**src/rtl/alu_sched.sv**
```systemverilog
// alu_sched: shares one external 8-bit add/sub ALU among NUM_REQ requesters.
// Each op walks IDLE (grant) -> EXEC (drive ALU) -> RESP (hold result until ack).
// Optional build macro ALU_SCHED_FIXED_PRIO_EN: fixed-priority arbitration
// (lowest index wins, no rotating pointer) instead of round robin.
module alu_sched #(
    parameter int NUM_REQ = 4
) (
    input  logic                 clk,
    input  logic                 rst_n,
    input  logic [NUM_REQ-1:0]   req_valid,
    output logic [NUM_REQ-1:0]   req_ready,
    input  logic [8*NUM_REQ-1:0] req_a,
    input  logic [8*NUM_REQ-1:0] req_b,
    input  logic [4*NUM_REQ-1:0] req_sel,
    output logic [NUM_REQ-1:0]   resp_valid,
    input  logic [NUM_REQ-1:0]   resp_ready,
    output logic [7:0]           resp_data,
    output logic                 resp_carry,
    output logic [7:0]           alu_a,
    output logic [7:0]           alu_b,
    output logic [3:0]           alu_sel,
    input  logic [7:0]           alu_out,
    input  logic                 alu_carry
);

    localparam int IDX_W = (NUM_REQ > 1) ? $clog2(NUM_REQ) : 1;

    typedef enum logic [1:0] {
        IDLE = 2'd0,
        EXEC = 2'd1,
        RESP = 2'd2
    } state_t;

    state_t               state_q, state_d;
    logic [IDX_W-1:0]     grant_q, grant_d;
    logic [7:0]           alu_a_q, alu_a_d;
    logic [7:0]           alu_b_q, alu_b_d;
    logic [3:0]           alu_sel_q, alu_sel_d;
    logic [7:0]           resp_data_q, resp_data_d;
    logic                 resp_carry_q, resp_carry_d;
    logic [NUM_REQ-1:0]   resp_valid_q, resp_valid_d;
    logic [IDX_W-1:0]     winner;
    logic                 win_found;
    logic [IDX_W:0]       grant_inc;

`ifdef ALU_SCHED_FIXED_PRIO_EN
    // Fixed priority: the lowest-index valid requester wins.
    always_comb begin
        winner    = '0;
        win_found = 1'b0;
        for (int i = NUM_REQ - 1; i >= 0; i--) begin
            if (req_valid[i]) begin
                winner    = IDX_W'(i);
                win_found = 1'b1;
            end
        end
    end
`else
    logic [IDX_W-1:0] ptr_q, ptr_d;
    logic [IDX_W:0]   rr_sum;
    logic [IDX_W-1:0] rr_idx;

    // Round robin: first valid requester at or above ptr_q, wrapping to 0.
    // Scanning downward lets the smallest offset overwrite the others.
    always_comb begin
        winner    = '0;
        win_found = 1'b0;
        rr_sum    = '0;
        rr_idx    = '0;
        for (int k = NUM_REQ - 1; k >= 0; k--) begin
            rr_sum = {1'b0, ptr_q} + (IDX_W+1)'(k);
            if (rr_sum >= (IDX_W+1)'(NUM_REQ)) begin
                rr_sum = rr_sum - (IDX_W+1)'(NUM_REQ);
            end
            rr_idx = rr_sum[IDX_W-1:0];
            if (req_valid[rr_idx]) begin
                winner    = rr_idx;
                win_found = 1'b1;
            end
        end
    end
`endif

    // Grant index plus one, wrapping after NUM_REQ-1; the next round-robin start.
    always_comb begin
        grant_inc = {1'b0, grant_q} + 1'b1;
        if (grant_inc == (IDX_W+1)'(NUM_REQ)) begin
            grant_inc = '0;
        end
    end

    // Next-state logic for the IDLE -> EXEC -> RESP sequence and its registers.
    always_comb begin
        // NOTE: every output of this block gets a default first so no path
        // leaves a value unassigned and a latch can never be inferred.
        state_d      = state_q;
        grant_d      = grant_q;
        alu_a_d      = alu_a_q;
        alu_b_d      = alu_b_q;
        alu_sel_d    = alu_sel_q;
        resp_data_d  = resp_data_q;
        resp_carry_d = resp_carry_q;
        resp_valid_d = resp_valid_q;
        req_ready    = '0;
`ifndef ALU_SCHED_FIXED_PRIO_EN
        ptr_d        = ptr_q;
`endif
        unique case (state_q)
            IDLE: begin
                if (win_found) begin
                    req_ready[winner] = 1'b1;
                    grant_d           = winner;
                    alu_a_d           = req_a[8*winner +: 8];
                    alu_b_d           = req_b[8*winner +: 8];
                    alu_sel_d         = req_sel[4*winner +: 4];
                    state_d           = EXEC;
                end
            end
            EXEC: begin
                resp_data_d           = alu_out;
                resp_carry_d          = alu_carry;
                resp_valid_d          = '0;
                resp_valid_d[grant_q] = 1'b1;
                state_d               = RESP;
            end
            RESP: begin
                if (resp_ready[grant_q]) begin
                    resp_valid_d = '0;
                    state_d      = IDLE;
`ifndef ALU_SCHED_FIXED_PRIO_EN
                    ptr_d        = grant_inc[IDX_W-1:0];
`endif
                end
            end
            default: begin
                resp_valid_d = '0;
                state_d      = IDLE;
            end
        endcase
    end

    // All state registers; reset abandons any in-flight op without a response.
    always_ff @(posedge clk or negedge rst_n) begin
        if (!rst_n) begin
            state_q      <= IDLE;
            grant_q      <= '0;
            alu_a_q      <= '0;
            alu_b_q      <= '0;
            alu_sel_q    <= '0;
            resp_data_q  <= '0;
            resp_carry_q <= 1'b0;
            resp_valid_q <= '0;
`ifndef ALU_SCHED_FIXED_PRIO_EN
            ptr_q        <= '0;
`endif
        end else begin
            // NOTE: non-blocking assignments so every register samples the
            // pre-edge value of the others, independent of statement order.
            state_q      <= state_d;
            grant_q      <= grant_d;
            alu_a_q      <= alu_a_d;
            alu_b_q      <= alu_b_d;
            alu_sel_q    <= alu_sel_d;
            resp_data_q  <= resp_data_d;
            resp_carry_q <= resp_carry_d;
            resp_valid_q <= resp_valid_d;
`ifndef ALU_SCHED_FIXED_PRIO_EN
            ptr_q        <= ptr_d;
`endif
        end
    end

    assign alu_a      = alu_a_q;
    assign alu_b      = alu_b_q;
    assign alu_sel    = alu_sel_q;
    assign resp_data  = resp_data_q;
    assign resp_carry = resp_carry_q;
    assign resp_valid = resp_valid_q;

endmodule
```
**config.mk**
```make
export PLATFORM = sky130hd
export DESIGN_NAME = alu_sched
export DESIGN_NICKNAME = d
export VERILOG_FILES = /design/src/rtl/alu_sched.sv
export SDC_FILE = /design/constraint.sdc
export NUM_CORES = 1
export LEC_CHECK = 0
export ABC_AREA = 0
export CELL_PAD_IN_SITES_DETAIL_PLACEMENT = 0
export CELL_PAD_IN_SITES_GLOBAL_PLACEMENT = 1
export CORE_ASPECT_RATIO = 0.9
export CORE_UTILIZATION = 28
export DETAILED_ROUTE_END_ITERATION = 8
export HOLD_SLACK_MARGIN = 0.03
export PLACE_DENSITY_LB_ADDON = 0.3
export SLEW_MARGIN = 10
export SYNTH_ARGS = -nofsm -noshare
export SYNTH_HDL_FRONTEND = slang
export SYNTH_SLANG_ARGS = --single-unit
```
**constraint.sdc**
```tcl
create_clock -name clk -period 2.8 [get_ports clk]
set_clock_uncertainty 0.15 [all_clocks]
set_input_delay 0.56 -clock clk [delete_from_list [all_inputs] [get_ports clk]]
set_output_delay 0.56 -clock clk [all_outputs]
set_load 0.02 [all_outputs]
```
; ---- Yosys cells after proc, flatten, opt, wreduce, memory -nomap -nowiden
; Cells that the tools add are included.
[word_totals]
register_bits = 39
out_inout_bits = 37
word_cells = 79
[op_classes]
addsub = 8
magnitude_cmp = 12
eq_ne = 5
shift = 3
muxes = 34
bitwise = 1
n_reduce_logical = 7
[op_table]
columns = cell, count
row1 = indexed part select 32 x 6 -> 8 bit, 2
row2 = two-way mux 2 bit, 11
row3 = "less-than comparator 2 x 3 -> 1 bit, second input constant", 6
row4 = indexed part select 16 x 5 -> 4 bit, 1
row5 = two-way mux 4 bit, 3
row6 = one-hot mux 4 bit (3 select lines), 1
row7 = two-way mux 1 bit, 11
row8 = binary-select mux 1 bit (select 2 bit), 5
row9 = "greater-or-equal comparator 3 bit, second input constant", 3
row10 = AND reduction 2 bit, 4
row11 = "subtractor 2 x 1 -> 2 bit, second input constant", 4
row12 = "adder 2 x 1 -> 3 bit, second input constant", 2
row13 = "adder 2 x 2 -> 3 bit, second input constant", 2
row14 = one-hot mux 2 bit (3 select lines), 1
row15 = demux 1 bit (select 2 bit), 2
row16 = "greater-or-equal comparator 2 x 1 -> 1 bit, second input constant", 2
row17 = "!= test 2 bit, second input constant", 2
row18 = "== test 3 bit, second input constant", 1
row19 = "greater-or-equal comparator 2 x 3 -> 1 bit, second input constant", 1
row20 = "== test 2 x 1 -> 1 bit, second input constant", 1
row21 = "== test 2 bit, second input constant", 1
row22 = logical AND 1 bit, 2
row23 = zero test 2 bit, 1
row24 = inverter 1 bit, 1

; ---- Logic depth before layout (Yosys ltp)
; Gate-level depths: netlist of run 1.
[depth]
word_depth = 15
depth_mapped = 8
ltp_nobuf = 6

; ---- Worst setup path after synthesis of run 1
; Ideal clock, no wire load.
[synth_path]
path_kind = in2out
startpoint = in req_valid[3]
endpoint = out req_ready[1]
t_arrival_ns = 1.702
required_time_ns = 2.090
slack_ns = 0.388
stages = 5
n_path_buf = 2
cell_sequence = nor4_1 > or3_1 > buf_4 > clkbuf_1 > nor3_1
[synth_between]
elab_chain_cells = 12
elab_cells_between_ends = 23
classes_between = order compare (2) / mux (20) / reduce/logical (1)
[synth_lines]
columns = item, line
row1 = from (decl), 10  ; input logic [NUM_REQ-1:0] req_valid,
row2 = binary-select mux 1 bit (select 2 bit), 76  ; if (req_valid[rr_idx]) begin
row3 = two-way mux 1 bit (not written as such), 76
row4 = two-way mux 2 bit (4 in a row), 76
row5 = less-than comparator 2 x 3 -> 1 bit (not written as such) or greater-or-equal comparator 2 x 1 -> 1 bit (tied branches), 111  ; req_ready[winner] = 1'b1;
row6 = logical AND 1 bit (not written as such), 111
row7 = two-way mux 1 bit (not written as such), 111
row8 = demux 1 bit (select 2 bit), 111
row9 = two-way mux 4 bit (*), 110  ; if (win_found) begin
row10 = two-way mux 4 bit (*), 108  ; unique case (state_q)
row11 = to (decl), 11  ; output logic [NUM_REQ-1:0] req_ready,
; Mark *: on every way between the ends. The rest lies on a longest branch, timed or not. The select of a mux whose other input is x is not followed.

; ---- Worst setup path after layout of run 1
[layout_path]
startpoint = in req_valid[2]
endpoint = out req_ready[1]
; The elaborated chain is that of the path after synthesis.

==> flow_summary.json, run 1 <==
{
  "finalMaxSlewViolations": 0,
  "track_usage_pct": 19.0,
  "syn_area_sq_um": 2400,
  "worstPathArrival_ns": 2.04,
  "internal-power_uw": 2240,
  "cts_tree": "yes",
  "synth_cell_types": 33,
  "rsz0062_at_grt": "true",
  "timing.final.ws_setup_ns": 0.0498,
  "hold_class": "primary input to async pin",
  "syn_inst": 221,
  "drc": 0,
  "outcome": "finished clean",
  "cts_setup_buffers": 0,
  "synth_flop_cell": "dfrtp_1",
  "ant_nets": 0,
  "clk_latency_ns": 0.30,
  "met1Wirelength_um": 3720,
  "vias": 2412,
  "hold_violations": 0,
  "gp_congestion": 0.777,
  "setup_viol": 0,
  "grt_pass1_vias": 2608,
  "chipHeight_um": 89.9,
  "p_leak_uw": 0.00170,
  "fill_cells": 755,
  "power_frac_seq_pct": 27.1,
  "crit_required_ns": 2.09,
  "hpwl_um": 5810,
  "cts_sinks": 39,
  "syn-num-nets": 324,
  "clock-root-buffer": "clkbuf_8",
  "detail_route.wl_per_cell_um": 17.1,
  "ir_drop_v": 0.000313,
  "tightest_slew_ns": 0.904,
  "drtIter0Drc": 129,
  "wl_met3_um": 598,
  "die-area_sq_um": 8960,
  "drive_gt1_share_pct": 20.5,
  "cp-start-kind": "primary input",
  "power.switching_uw": 1550,
  "num_rows": 31,
  "vias_per_cell": 5.03,
  "io_pins": 136,
  "antenna_found_initial": 0,
  "routed_wl_um": 8230,
  "final_nets": 467,
  "initial_core_util_pct": 29.4,
  "criticalPathCategory": "primary input to primary output",
  "ys_async_sr_fraction_pct": 100,
  "top_layer_used": "met4",
  "share_comb_of_total_power_pct": 61.9,
  "grt_pass1_wl_um": 13400,
  "synth-seq-area-share_pct": 40.6,
  "clkTransAtPathRegs_ns": 0.09,
  "sw_frac_of_total_pct": 40.9,
  "fmax_mhz": 364,
  "cts_buffer_depth": 2,
  "crit_path_end_kind": "primary output",
  "grt_max_degree": 40,
  "cap_violations": 0,
  "min_period_ns": 2.75,
  "gr-total-overflow": 0,
  "setup-tns-final_ns": 0,
  "worstRegToRegCells": 7,
  "first_pass_iters": 4,
  "synthToLayoutAreaGrowth_pct": 69.1,
  "power_density_nw_per_um2": 932,
  "die_w_um": 99.7,
  "cts_buffers": 5,
  "final_util_pct": 49.7,
  "fin_crit_sh_pct": 98.2,
  "synth_warnings": 0,
  "htree_levels": 2,
  "wl_met2_um": 3860,
  "core-area_sq_um": 8180,
  "place_ws_ns": -0.415,
  "p_clk_share_pct": 11.1,
  "synth.avg_cell_area_sq_um": 10.9,
  "port_buffers": 135,
  "yosys_register_bits": 39,
  "crit_fanout": 4,
  "relSlewSlack_pct": 39.7,
  "synth_edf_count": 0,
  "diodes": 0
}
==> metrics by stage <==
step / cell area (sq um) / hold WS, ns / std cells / total power [uW]
after floorplan: 2400 / 0.114 / 221 / 2370
after detailed placement: 3970 / 0.346 / 472 / 3410
final: 4070 / 0.236 / 480 / 3790
after global routing: 4070 / 0.316 / 480 / 4060
after global placement: 3970 / 0.335 / 472 / 3370
after CTS: 4050 / 0.270 / 480 / 3820
==> layout make-up <==
class	count	area, sq um	area share [%]
Inverter	4	15.0	0.369
Sequential cell	39	976	24.0
Tap cell	115	144	3.54
Clock inverter	2	16.3	0.400
Timing Repair Buffer	158	1510	37.1
Multi-Input combinational cell	156	1320	32.6
Clock buffer	6	82.6	2.03
==> synthesized netlist by cell type (2+ instances only) <==
cell type / number / share of area [%]
nand2_1: 4 / 0.62
nand4_1: 20 / 5.2
dfrtp_1: 39 / 41
nand2b_1: 2 / 0.52
nor2b_1: 3 / 0.78
a22o_1: 4 / 1.5
o21bai_1: 2 / 0.62
a21o_1: 2 / 0.62
buf_1: 2 / 0.31
a21oi_1: 22 / 4.6
o21ai_0: 2 / 0.42
or2_2: 2 / 0.52
clkbuf_1: 16 / 2.5
ha_1: 4 / 2.1
nor3_1: 3 / 0.62
buf_6: 2 / 0.94
a221o_1: 21 / 8.7
mux2_4: 17 / 11
mux2_2: 13 / 6.1
inv_1: 4 / 0.62
o31ai_1: 21 / 6.6
nor2_1: 5 / 0.78
==> per-layer routing <==
| metal | up-vias | GRT usage [%] |
|---|---|---|
| met3 | 8 | 4.43 |
| met2 | 100 | 31.8 |
| li1 | 1158 | - |
| met1 | 1146 | 25.2 |
| met4 | 0 | 3.06 |
| met5 | - | 0 |
==> final timing paths <==
check | from | end | slack [ns]
min in group clk | resp_data[5]$_DFFE_PN0P_ | resp_data[5]$_DFFE_PN0P_ | 0.36
worst min register to register | resp_data[5]$_DFFE_PN0P_ | resp_data[5]$_DFFE_PN0P_ | 0.36
worst min-delay path | rst_n | resp_valid[2]$_DFFE_PN0P_ | 0.24
max in group asynchronous | rst_n | alu_b[0]$_DFFE_PN0P_ | 1.70
worst max-delay path | req_valid[2] | req_ready[1] | 0.05
worst max register to register | ptr_q[1]$_DFFE_PN0P_ | alu_b[6]$_DFFE_PN0P_ | 0.47
==> registers in the layout, indices dropped and copies added (netlist names) <==
name,flops
ptr_q,2
resp_carry,1
alu_a,8
resp_data,8
grant_q,2
state_q,2
resp_valid,4
alu_sel,4
alu_b,8
==> cell families after synthesis <==
group / Yosys count / synth area share (%)
AOI/OAI and AO/OA: 74 / 23.0
and+or+nand+nor: 46 / 11.3
DFF: 39 / 40.6
muxes: 32 / 18.1
buffers and inverters: 26 / 4.89
adders and majority gates: 4 / 2.08
==> placed cells by master (no fill, tap or decap), types with 2 or more instances in the layout <==
| cell | n |
|---|---|
| a21oi_1 | 21 |
| nor2b_1 | 3 |
| or2_2 | 2 |
| mux2_4 | 17 |
| nor2_1 | 3 |
| ha_1 | 4 |
| clkbuf_8 | 6 |
| o31ai_1 | 21 |
| buf_2 | 3 |
| nand2b_1 | 2 |
| nor2_2 | 3 |
| dfrtp_1 | 39 |
| nand4_1 | 20 |
| nand2_1 | 4 |
| o21ai_0 | 2 |
| o21bai_1 | 2 |
| buf_4 | 24 |
| a22o_1 | 4 |
| a21o_1 | 2 |
| a221o_1 | 21 |
| mux2_2 | 13 |
| inv_1 | 4 |
| clkdlybuf4s50_1 | 130 |
| nor3_1 | 2 |
==> critical path: stages <==
cell	delay (ns)
clkdlybuf4s50_1	0.46
nor2b_1	0.15
a221o_1	0.37
and2_1	0.17
nor3_1	0.15
buf_2	0.19
==> power by group through the flow <==
stage               sequential [uW]  clock, uW  combinational [uW]
floorplan                      1280          0                1100
global route                   1070        458                2530
finish                         1030        420                2340
detailed placement             1030          0                2370
CTS                            1030        432                2360
global placement               1020          0                2350
==> timing repair <==
action                                  in CTS  in global routing
hold buffers                                 0                  0
endpoints found under the setup margin       4                  7
gates resized for setup                     18                  4
Note: power is estimated with default switching activity, not from simulation.
==> run 2, diff against run 1 <==
- TNS_END_PERCENT: not set -> 1
==> results of run 2 <==
No change in the layout: final DEF, timing and power equal those of run 1.
==> edit (config.mk and constraints of run 1) <==
Add a define of `ALU_SCHED_FIXED_PRIO_EN`.
--- a/src/rtl/alu_sched.sv
+++ b/src/rtl/alu_sched.sv
@@ -2,6 +2,8 @@
 // Each op walks IDLE (grant) -> EXEC (drive ALU) -> RESP (hold result until ack).
 // Optional build macro ALU_SCHED_FIXED_PRIO_EN: fixed-priority arbitration
 // (lowest index wins, no rotating pointer) instead of round robin.
+`define ALU_SCHED_FIXED_PRIO_EN
+
 module alu_sched #(
     parameter int NUM_REQ = 4
 ) (
Formal check against the unedited RTL: not equivalent (a bounded check fails within 4 cycles, from zero or initial values and one cycle with rst_n low).
==> edit against run 1 <==
Combinational power decreased by 29%; sequential cell count decreased by 2; critical endpoint is now req_ready[0]; cell area about the same; hold slack got worse by 0.0083 ns; wire length decreased by 5.3%; setup slack improved by 0.22 ns; non-clock buffer count decreased by 13; total power decreased by 18%; sequential share of layout area decreased by 1.3 points; synthesized cell count increased by 29%; utilization decreased by 2.6 points; register-to-register slack improved by 0.56 ns; die area increased by 4.5%; area after synthesis increased by 4.6%.
==> edit: results (changes against run 1) <==
Global routing
The maximum number of pins on one net before global-route repair was 43 (+7.5%). The global-route wire length before repair is 12200 um (-9.0%). The initial antenna violation count is 1 (+1). The met2 track demand over resource in global routing is 30.1% (-1.7 points). The met1 track demand over resource came to 20.3% (-4.8 points). The met3 usage in global routing is 3.20% (-1.2 points).

The number of global-route vias before repair is 2434 (-6.7%).

Routing
The overall via count from detail_route is 2559 (+6.1%). The met1 routed wirelength after detailed routing is 3390 um (-8.9%). The amount of wire on met3 after detailed routing came to 500 um (-16%). The detailed-routed wire length on met2 is 3830 um (-0.78%). The detail-routed via count per cell is 4.84 (-3.7%).

The post-detailed-route wirelength per cell is 14.7 um (-14%). The number of DRC violations after detailed-routing iteration 0 is 119 (-7.8%). The top metal layer carrying routed signals is met5.

Yosys
The synthesized netlist net count is 384 (+19%). The proportion of synthesized chip area in sequential cells was 36.8% (-3.8 points). The post-synthesis mux area share is 4.93% (-13 points). By count the netlist is led by 42 x a21oi_1, 37 x dfrtp_1, 21 x inv_1, 21 x nand3b_1. The synthesized area per cell is 8.82 um2 (-19%). The complex-gate fraction of the synthesized area is 27.7% (+4.7 points).

The adder-cell share of the synthesized area is 0% (-2.1 points).

Place
The detailed placer's ending HPWL is 5900 um (+1.4%). The placement-stage worst setup slack is -0.0664 ns (+0.348 ns). The post-detailed-placement cell area is 0.00395 mm2 (-0.60%).

The placed cell count came to 521 (+10%). The final RePlAce weighted congestion is 0.759 (-2.2%).

Final layout
The number of nets at the end of the flow came to 508 (+8.8%). The number of inserted filler cells in the final layout is 875 (+16%).

Worst setup path
The highest fanout seen on the critical path is 9 (+5). The data arrival time of the worst path is 1.82 ns (-0.22 ns). The largest stage delay on the critical path is 0.61 ns (+0.15 ns). The depth of the worst register-to-register path is 3 (-4).

STA
The max-slew headroom at the worst pin is 42.7% (+3.0 points). The final worst hold slack is 0.228 ns (-0.00833 ns).

Outcome
The run finished with clean final reports.

Power and ir drop
The leakage power of the design was 1.71 nW (+0.73%).
[edit: cell count changes in the layout (fill, tap and decap cells not counted), sizes merged, moves of 16 or more]
cell,delta
nor2b,+16
nand3b,+20
buf,-16
mux2,-21
a221o,-21
o31ai,-21
and3b,+20
inv,+17
a31oi,+19
nand4,-20
o21ai,+17
a21oi,+20
[edit: cells by family after synthesis]
family / Yosys count
mux: 10
simple gates: 78
buf+inv: 49
flops: 37
compound gates: 111
[edit: power by group]
group          leakage, nW  switching [mW]  internal (mW)  total [mW]
clock               0.0543           0.206          0.267       0.472
sequential           0.425           0.188          0.791       0.979
combinational         1.23           0.811          0.862        1.67
total                 1.71            1.21           1.92        3.12
[edit: worst paths after layout]
kind / start / endpoint
max: state_q[1] / req_ready[0]
min: rst_n / alu_a[6]
max reg2reg: state_q[0] / resp_carry
min reg2reg: resp_data[5] / resp_data[5]
max in group asynchronous: rst_n / alu_b[2]
min in group clk: resp_data[5] / resp_data[5]
[edit: cell type report]
cell class / count / area (um2) / area share (%)
repair buffers: 145 / 1420 / 34.8
clock inverters: 3 / 46.3 / 1.14
clock buffers: 5 / 68.8 / 1.69
inverters: 21 / 78.8 / 1.94
flip-flops and latches: 37 / 926 / 22.8
well taps: 119 / 149 / 3.66
multi-input cells: 199 / 1380 / 34.0
[edit: repair_timing]
action	CTS	global route
setup buffers	0	0
endpoints found under the setup margin	2	2
gates resized for setup	2	3
endpoints found under the hold margin	0	0
pin swaps	0	0
[edit: per-stage QoR]
stage,TNS [ns],total power [mW]
2_1_floorplan,0,1.90
3_3_place_gp,0,2.66
3_5_place_dp,-0.761,2.69
4_1_cts,0,3.17
5_1_grt,0,3.33
6_report,0,3.12
